### config.mk
export PLATFORM = sky130hd
export DESIGN_NAME = fetch_unit_param_flat
export DESIGN_NICKNAME = d
export VERILOG_FILES = /design/src/rtl/fetch_unit_param_if.sv /design/src/rtl/fetch_unit_param.sv /design/src/flat_wrapper.sv
export SDC_FILE = /design/constraint.sdc
export NUM_CORES = 1
export LEC_CHECK = 0
export BUFFER_PORTS_ARGS = -buffer_cell sky130_fd_sc_hd__buf_2
export CAP_MARGIN = 20
export CELL_PAD_IN_SITES_DETAIL_PLACEMENT = 1
export CELL_PAD_IN_SITES_GLOBAL_PLACEMENT = 1
export CORE_MARGIN = 10
export CORE_UTILIZATION = 54
export DETAILED_ROUTE_END_ITERATION = 10
export PLACE_DENSITY = 0.89
export RECOVER_POWER = 100
export SYNTH_ARGS = -nofsm -noshare
export SYNTH_HDL_FRONTEND = slang
export SYNTH_SLANG_ARGS = --single-unit
### constraint.sdc
create_clock -name clk -period 3.2 [get_ports clk]
set_clock_uncertainty 0.1 [all_clocks]
set_input_delay 0 -clock clk [delete_from_list [all_inputs] [get_ports clk]]
set_output_delay 0 -clock clk [all_outputs]
set_load 0.02 [all_outputs]
### src/rtl/fetch_unit_param_if.sv
// Purpose: bundles the fetch-stage control, program-load and decode-side signals.
// Latency: none, wiring only.
// Backpressure: carries the out_valid/out_ready pair between fetch and decode.
interface fetch_unit_param_if #(
  parameter int DATA_W = 32,
  parameter int PC_W   = 32,
  parameter int IDX_W  = 5
);
  // Control-unit redirect request
  logic [1:0]        pc_src;
  logic [PC_W-1:0]   redirect_base;
  logic [PC_W-1:0]   redirect_offset;

  // Program-load write port
  logic              prog_we;
  logic [IDX_W-1:0]  prog_addr;
  logic [DATA_W-1:0] prog_data;

  // Decode-side handshake and payload
  logic              out_ready;
  logic              out_valid;
  logic [DATA_W-1:0] instr;
  logic [PC_W-1:0]   instr_pc;

  // Status
  logic [PC_W-1:0]   pc;
  logic              fault;

  // Fetch unit side
  modport master (
    input  pc_src, redirect_base, redirect_offset,
    input  prog_we, prog_addr, prog_data,
    input  out_ready,
    output out_valid, instr, instr_pc, pc, fault
  );

  // Control unit / decode / loader side
  modport slave (
    output pc_src, redirect_base, redirect_offset,
    output prog_we, prog_addr, prog_data,
    output out_ready,
    input  out_valid, instr, instr_pc, pc, fault
  );
endinterface

### src/rtl/fetch_unit_param.sv
// Purpose: program counter plus word-addressed instruction store with registered fetch, redirect and sticky range fault.
// Latency: instruction valid 1 cycle after its PC is presented; redirect target valid 2 cycles after the redirect edge.
// Backpressure: holds instr/instr_pc/pc while out_valid && !out_ready; a redirect flushes the held word regardless.
module fetch_unit_param #(
  parameter int DATA_W   = 32,
  parameter int PC_W     = 32,
  parameter int DEPTH    = 32,
  parameter int IDX_W    = 5,
  parameter int RESET_PC = 0
) (
  input  logic             clk,
  input  logic             reset,
  fetch_unit_param_if.master bus
);

  localparam logic [PC_W-1:0] RESET_PC_V = PC_W'(RESET_PC);
  // Depth widened by one bit so DEPTH == 2^PC_W (or 2^IDX_W) is representable.
  localparam logic [PC_W:0]   DEPTH_PC   = (PC_W+1)'(DEPTH);
  localparam logic [IDX_W:0]  DEPTH_IDX  = (IDX_W+1)'(DEPTH);
  localparam logic [PC_W-1:0] PC_ONE     = PC_W'(1);

  localparam logic [1:0] SRC_REL = 2'b01;
  localparam logic [1:0] SRC_ABS = 2'b10;

  // Architectural state
  logic [PC_W-1:0]   pc_q,       pc_d;
  logic              vld_q,      vld_d;
  logic [DATA_W-1:0] instr_q,    instr_d;
  logic [PC_W-1:0]   instr_pc_q, instr_pc_d;
  logic              fault_q,    fault_d;

  // Instruction store; deliberately not reset so a loaded program survives reset.
  logic [DATA_W-1:0] mem_q [DEPTH];

  // Decoded per-cycle conditions
  logic              redirect;
  logic [PC_W-1:0]   target;
  logic              advance;
  logic              pc_in_range;
  logic              wr_in_range;
  logic [DATA_W-1:0] rd_dat;

  // Decode redirect mode and target; mode 11 falls through as "no redirect".
  always_comb begin
    redirect = (bus.pc_src == SRC_REL) || (bus.pc_src == SRC_ABS);
    target   = bus.redirect_offset;
    if (bus.pc_src == SRC_REL) begin
      // Two's-complement add, silently truncated to PC_W.
      target = bus.redirect_base + bus.redirect_offset;
    end
  end

  // Handshake and range qualifiers for this cycle.
  always_comb begin
    advance     = !vld_q || bus.out_ready;
    pc_in_range = {1'b0, pc_q} < DEPTH_PC;
    wr_in_range = {1'b0, bus.prog_addr} < DEPTH_IDX;
    // Reads the pre-edge array contents, which gives read-before-write on a same-index collision.
    rd_dat      = mem_q[pc_q[IDX_W-1:0]];
  end

  // Next-state selection in priority order: redirect, fault, fetch, hold.
  always_comb begin
    pc_d       = pc_q;
    vld_d      = vld_q;
    instr_d    = instr_q;
    instr_pc_d = instr_pc_q;
    fault_d    = fault_q;

    if (redirect) begin
      // Flush even if decode accepts this cycle: upstream discards that transfer.
      pc_d  = target;
      vld_d = 1'b0;
    end else if (advance && !pc_in_range) begin
      // PC stalls out of range until a redirect brings it back.
      fault_d = 1'b1;
      vld_d   = 1'b0;
    end else if (advance) begin
      instr_d    = rd_dat;
      instr_pc_d = pc_q;
      vld_d      = 1'b1;
      pc_d       = pc_q + PC_ONE;
    end
  end

  // Pipeline and status registers with synchronous reset.
  always_ff @(posedge clk) begin
    if (reset) begin
      pc_q       <= RESET_PC_V;
      vld_q      <= 1'b0;
      instr_q    <= '0;
      instr_pc_q <= '0;
      fault_q    <= 1'b0;
    end else begin
      pc_q       <= pc_d;
      vld_q      <= vld_d;
      instr_q    <= instr_d;
      instr_pc_q <= instr_pc_d;
      fault_q    <= fault_d;
    end
  end

  // Program-load writes, independent of reset and the fetch handshake.
  always_ff @(posedge clk) begin
    if (bus.prog_we && wr_in_range) begin
      mem_q[bus.prog_addr] <= bus.prog_data;
    end
  end

  assign bus.out_valid = vld_q;
  assign bus.instr     = instr_q;
  assign bus.instr_pc  = instr_pc_q;
  assign bus.pc        = pc_q;
  assign bus.fault     = fault_q;

endmodule

### src/flat_wrapper.sv
// flat-port wrapper written by rule: the top's interface ports become plain ports
module fetch_unit_param_flat 
#(
  parameter int DATA_W   = 32,
  parameter int PC_W     = 32,
  parameter int DEPTH    = 32,
  parameter int IDX_W    = 5,
  parameter int RESET_PC = 0
)
  (clk, reset, bus_pc_src, bus_redirect_base, bus_redirect_offset, bus_prog_we, bus_prog_addr, bus_prog_data, bus_out_ready, bus_out_valid, bus_instr, bus_instr_pc, bus_pc, bus_fault);
  fetch_unit_param_if #(.DATA_W(DATA_W), .PC_W(PC_W), .IDX_W(IDX_W)) bus_i ();
  input  logic clk;
  input  logic reset;
  input wire logic [$bits(bus_i.pc_src)-1:0] bus_pc_src;
  input wire logic [$bits(bus_i.redirect_base)-1:0] bus_redirect_base;
  input wire logic [$bits(bus_i.redirect_offset)-1:0] bus_redirect_offset;
  input wire logic [$bits(bus_i.prog_we)-1:0] bus_prog_we;
  input wire logic [$bits(bus_i.prog_addr)-1:0] bus_prog_addr;
  input wire logic [$bits(bus_i.prog_data)-1:0] bus_prog_data;
  input wire logic [$bits(bus_i.out_ready)-1:0] bus_out_ready;
  output wire logic [$bits(bus_i.out_valid)-1:0] bus_out_valid;
  output wire logic [$bits(bus_i.instr)-1:0] bus_instr;
  output wire logic [$bits(bus_i.instr_pc)-1:0] bus_instr_pc;
  output wire logic [$bits(bus_i.pc)-1:0] bus_pc;
  output wire logic [$bits(bus_i.fault)-1:0] bus_fault;
  assign bus_i.pc_src = bus_pc_src;
  assign bus_i.redirect_base = bus_redirect_base;
  assign bus_i.redirect_offset = bus_redirect_offset;
  assign bus_i.prog_we = bus_prog_we;
  assign bus_i.prog_addr = bus_prog_addr;
  assign bus_i.prog_data = bus_prog_data;
  assign bus_i.out_ready = bus_out_ready;
  assign bus_out_valid = bus_i.out_valid;
  assign bus_instr = bus_i.instr;
  assign bus_instr_pc = bus_i.instr_pc;
  assign bus_pc = bus_i.pc;
  assign bus_fault = bus_i.fault;
  fetch_unit_param #(.DATA_W(DATA_W), .PC_W(PC_W), .DEPTH(DEPTH), .IDX_W(IDX_W), .RESET_PC(RESET_PC)) u_core (.clk(clk), .reset(reset), .bus(bus_i));
endmodule
---- Word-level counts from Yosys, hierarchy flattened ----
Memories as Yosys holds them, arrays and structs flattened. A register that Yosys moved wholly into a read port is not among the register bits.
Index checks and enable logic that the tools add are counted.
storage, ports and cells
  bits in writable memories ............... 1,024
  bits in registers ....................... 66
  memory bits (read-only) ................. 0
  memories ................................ 1
  latch bits .............................. 0
memories
  name          words  width  rd ports  clocked after memory_dff  wr ports  line                    RTL
  u_core.mem_q  32     32     1         1                         1         fetch_unit_param.sv:33  logic [DATA_W-1:0] mem_q [DEPTH];
operators by class
  add/subtract/negate cells ............... 2
  reductions and logical operators ........ 10
  $lt $le $gt $ge ......................... 1
  multiplexer cells ....................... 6
  shifts and indexed selects .............. 0
  multipliers ............................. 0
  div/mod/pow operators ................... 0
  eq/ne operators ......................... 3
  bitwise logic cells ..................... 2
operators by type and width
  cell                                                 number
  two-way mux 32 bit                                   4
  adder 32 x 1 -> 32 bit, second input constant        1
  adder 32 bit                                         1
  < comparator 32 x 6 -> 1 bit, second input constant  1
  AND reduction 2 bit                                  2
  AND reduction 3 bit                                  1
  OR reduction 3 bit                                   1
  equality test 2 x 1 -> 1 bit, second input constant  1
  equality test 2 bit, second input constant           1
  logical NOT 1 bit                                    2
  logical OR 1 bit                                     2
  two-way mux 1 bit                                    2
  != test 2 x 1 -> 1 bit, second input constant        1
  NOT 1 bit                                            2
  nonzero test 2 bit                                   1
  logical AND 1 bit                                    1

---- Longest topological paths before layout ----
  word-level depth ........................ 5
  gate-level depth with buffers ........... 11

---- Worst setup path before layout ----
Ideal clock, no wire load.
  kind .................................... flip-flop to flip-flop
  from .................................... register u_core.pc_q[0] (netlist: u_core.bus.pc[0])
  to ...................................... register u_core.instr_q[0] (netlist: u_core.bus.instr[0]), read port of u_core.mem_q
  setup time .............................. 138 ps
  required time ........................... 2,962 ps
  slack ................................... 664 ps
  cell stages (with the launch flop) ...... 8
  arrival ................................. 2,298 ps
  path buffers ............................ 3
  clock period less this slack ............ 2,536 ps
  cells stage by stage .................... dfxtp_1 > buf_2 > buf_2 > buf_2 > mux4_2 > mux4_2 > mux2i_1 > a211oi_1
between the ends
  word-level cells in the longest chain between the ends .. 5
RTL lines
  what                           line                    RTL
  start, declared                fetch_unit_param.sv:26  logic [PC_W-1:0] pc_q, pc_d;
  start signal, assigned         fetch_unit_param.sv:95  pc_q <= pc_d;
  < comparator 32 x 6 -> 1 bit   fetch_unit_param.sv:56  pc_in_range = {1'b0, pc_q} < DEPTH_PC;
  logical NOT 1 bit              fetch_unit_param.sv:74  end else if (advance && !pc_in_range) begin
  logical AND 1 bit              fetch_unit_param.sv:74
  NOT 1 bit (no line)            -
  AND reduction 3 bit (no line)  -
  end, declared                  fetch_unit_param.sv:28  logic [DATA_W-1:0] instr_q, instr_d;
Parallel ways exist; a longest one is shown, timed or not.
A chain may end at the register's enable or synchronous reset.

---- Worst setup path in the final report ----
  from .................................... register u_core.pc_q[24] (netlist: u_core.bus.pc[24])
  to ...................................... register u_core.pc_q[28] (netlist: u_core.bus.pc[28])
between the ends
  word-level cells in the longest chain between the ends .. 5
  elaborated cells between the ends (all ways) .. 9
  classes of those cells .................. add/sub (1); order compare (1); eq/ne (1); mux (3); reduce/logical (3)
RTL lines
  what                              line
  < comparator 32 x 6 -> 1 bit      fetch_unit_param.sv:56
  logical NOT 1 bit                 fetch_unit_param.sv:74
  logical AND 1 bit                 fetch_unit_param.sv:74
  != test 2 x 1 -> 1 bit (no line)  -
  AND reduction 2 bit (no line)     -
Parallel ways exist; a longest one is shown, timed or not. The select of a mux whose other input is x is not followed.

==> results.tsv <==
metric	value	unit
cap_viol_max_count	17	
overflow	0	
synth_top_cell_area_share	70.0	%
cp.arrival	3.66	ns
violations	max-capacitance violations, max-slew violations	
final_nets	2639	
ys_warn_count	0	
worstSetupPathType	reg2reg	
hold_viol	0	
ir_drop	0.429	mV
pre_cts_ws	0.295	ns
area_delta_synth_final	16.7	%
cts_root_buffer	clkbuf_16	
stdcell_count	3649	
die-area	93200	sq um
vias	25200	
worstMarginPinSlew	2.18	ns
async_reset_ff_share	0	%
slowest_stage	dlygate4sd3_1	
clkSlewWorstSetupHoldPaths	0.07	ns
critPathMaxFanout	10	
wl	139000	microns
wire_per_inst	38.1	microns
antenna_found_initial	3	
slowest_delay	0.61	ns
min_period_over_period	99.8	%
crit_top_cell	nand2_1	
rsz0062_at_grt	true	
cts_max_path_buffers	3	
worst_slack	0.00747	ns
hold_path.class	in2reg	
finalMaxSlewViolations	216	
grt_pass1_wl	199000	microns
die_y	305	microns
finalWorstPathRequiredPeriod	3.19	ns
cts-buffers-inserted	106	
gp_congestion	0.861	
cts_sinks	1122	
start_util	54.6	%
drcViolationCount	0	
clk_latency	0.69	ns
syn_avg_cell_area	21.0	sq um
worstSetupStartpointType	flip-flop	
gr-usage-all-layers	29.4	%
cts_tree	done	
endpoint_kind	flip-flop	
path_cells	nor4_4 -> nand2_1 -> nor3_1 -> nand2_1 -> nand2_2 -> inv_1 -> a22oi_1 -> o22ai_1 -> dlygate4sd3_1	
outcome	finished, violations left	
synth_edf_count	1024	
p_leak	0.0161	uW
final_common_cell	edfxtp_1	
synth_top_area_cell	edfxtp_1	
startpoint	u_core.bus.pc[24]	
grt_pass1_vias	26300	
fillers	6690	
syn_area	43900	sq um
yosys-top-cells-area	edfxtp_1 70%, mux4_2 16%, dfxtp_1 4.5%	
synth_nets	2233	
fin_util	63.7	%
max_slew_margin	-46.0	%
grt_max_degree	61	
dieWidth	305	microns
yosys_most_used_dff	edfxtp_1	
seq_area_frac_synth	74.4	%
synth.distinct_cells	60	
finalSetupViolCount	0	
core	80500	sq um
rows	104	
io_pins	205	
firstDrtPassIters	5	
htree_levels	3	
post-dp-hpwl	72700	microns
synthCells	2092	
max_freq	313	MHz
drtIter0Drc	3592	
worst-path-buf-inv	2	
portBuffers	204	
hold_start	bus_redirect_base[1]	
r2r_start	u_core.bus.pc[24]	
p_per_area	629	nW/um^2
place_inst	3341	
required	3.67	ns
cpLargestDelayFamily	simple AND/OR/NAND/NOR gates	
ys_ff_latch	1122	
ant_nets	0	
vias_per_cell	6.90	
layout-drive-gt1-share	26.2	%
layout_common_cells	1,024 x edfxtp_1, 320 x mux4_2, 161 x clkbuf_1	
[kinds of logic (layout without fill, tap and decap cells)]
family	Yosys count	in the layout	share of synthesized area [%]
compound gates	182	182	2.77
xor+xnor	27	27	0.538
fa+ha+maj	34	34	0.985
buf+inv	119	614	1.18
flops	1122	1122	74.4
mux	367	367	17.5
other cells	0	2	0
simple gates	241	241	2.62
[flip-flops by register name (all words and copies together) (netlist names)]
name                  cells
u_core.mem_q           1024
u_core.bus.instr         32
u_core.bus.instr_pc      32
u_core.bus.pc            32
u_core.bus.fault          1
u_core.bus.out_valid      1
[metal layers]
layer | GRT usage [%] | routed length (microns)
met1 | 38.3 | 48700
met2 | 49.6 | 70000
met3 | 5.45 | 15100
met4 | 10.0 | 5110
met5 | 0.155 | 60
[layout make-up]
cell class	instances	area, sq um	area share (%)
Timing Repair Buffer	407	2890	5.64
Antenna cell	2	5.00	0.00976
Multi-Input combinational cell	851	10800	21.1
Inverter	10	37.5	0.0732
Tap cell	1060	1330	2.59
Clock inverter	66	642	1.25
Sequential cell	1122	32700	63.8
Clock buffer	131	2810	5.47
[through the flow]
step	hold slack, ns	total power (uW)	TNS [ns]	area, sq um
final	0.0510	32200	0	51300
after floorplan	-0.00113	18400	0	43900
after CTS	0.00225	32200	0	51700
after global placement	0.162	19300	0	47200
after detailed placement	0.174	19500	0	47200
after global routing	0.0633	33100	-0.113	51300
[power breakdown]
| part | switching [uW] | total [uW] | internal [uW] |
|---|---|---|---|
| combinational | 1710 | 3110 | 1400 |
| clock | 5820 | 12800 | 6940 |
| sequential | 169 | 16400 | 16200 |
| total | 7690 | 32200 | 24500 |
[worst register-to-register path: cells and delay by family, from the launching register on]
family	cells	cell delay, ns
and+or+nand+nor	5	1.36
AOI/OAI and AO/OA	2	0.46
DFF	1	0.37
buffers and inverters	2	0.80
[cell usage after synthesis (5+ instances only)]
cell type	count
edfxtp_1	1024
mux4_2	320
nor2_1	103
dfxtp_1	98
clkbuf_1	60
mux2i_1	46
nand2_1	45
a21oi_1	44
a211oi_1	43
buf_2	37
ha_1	33
and2_1	30
o21ai_0	26
xnor2_1	17
a22oi_1	13
nand3_1	12
inv_1	10
xor2_1	10
buf_1	9
nand3b_1	8
nor4_1	8
a31oi_1	6
nand2b_1	6
nor2b_1	5
o21a_1	5
o22ai_1	5
or3_1	5
[worst paths after layout]
| kind | to | slack [ns] | cells past startpoint |
|---|---|---|---|
| hold reg to reg | u_core.bus.instr_pc[28] | 0.36 | 1 |
| hold / removal | u_core.bus.pc[1] | 0.05 | 6 |
| setup reg to reg | u_core.bus.pc[28] | 0.007 | 9 |
| setup / recovery | u_core.bus.pc[28] | 0.007 | 9 |
[timing repair]
action | in CTS | in global routing
hold endpoints to repair | 1126 | 0
setup buffers | 0 | 3
resized for setup | 0 | 14
hold buffers | 105 | 0
endpoints found under the setup margin | 0 | 12
No activity file was read; power rests on OpenSTA's default activity.
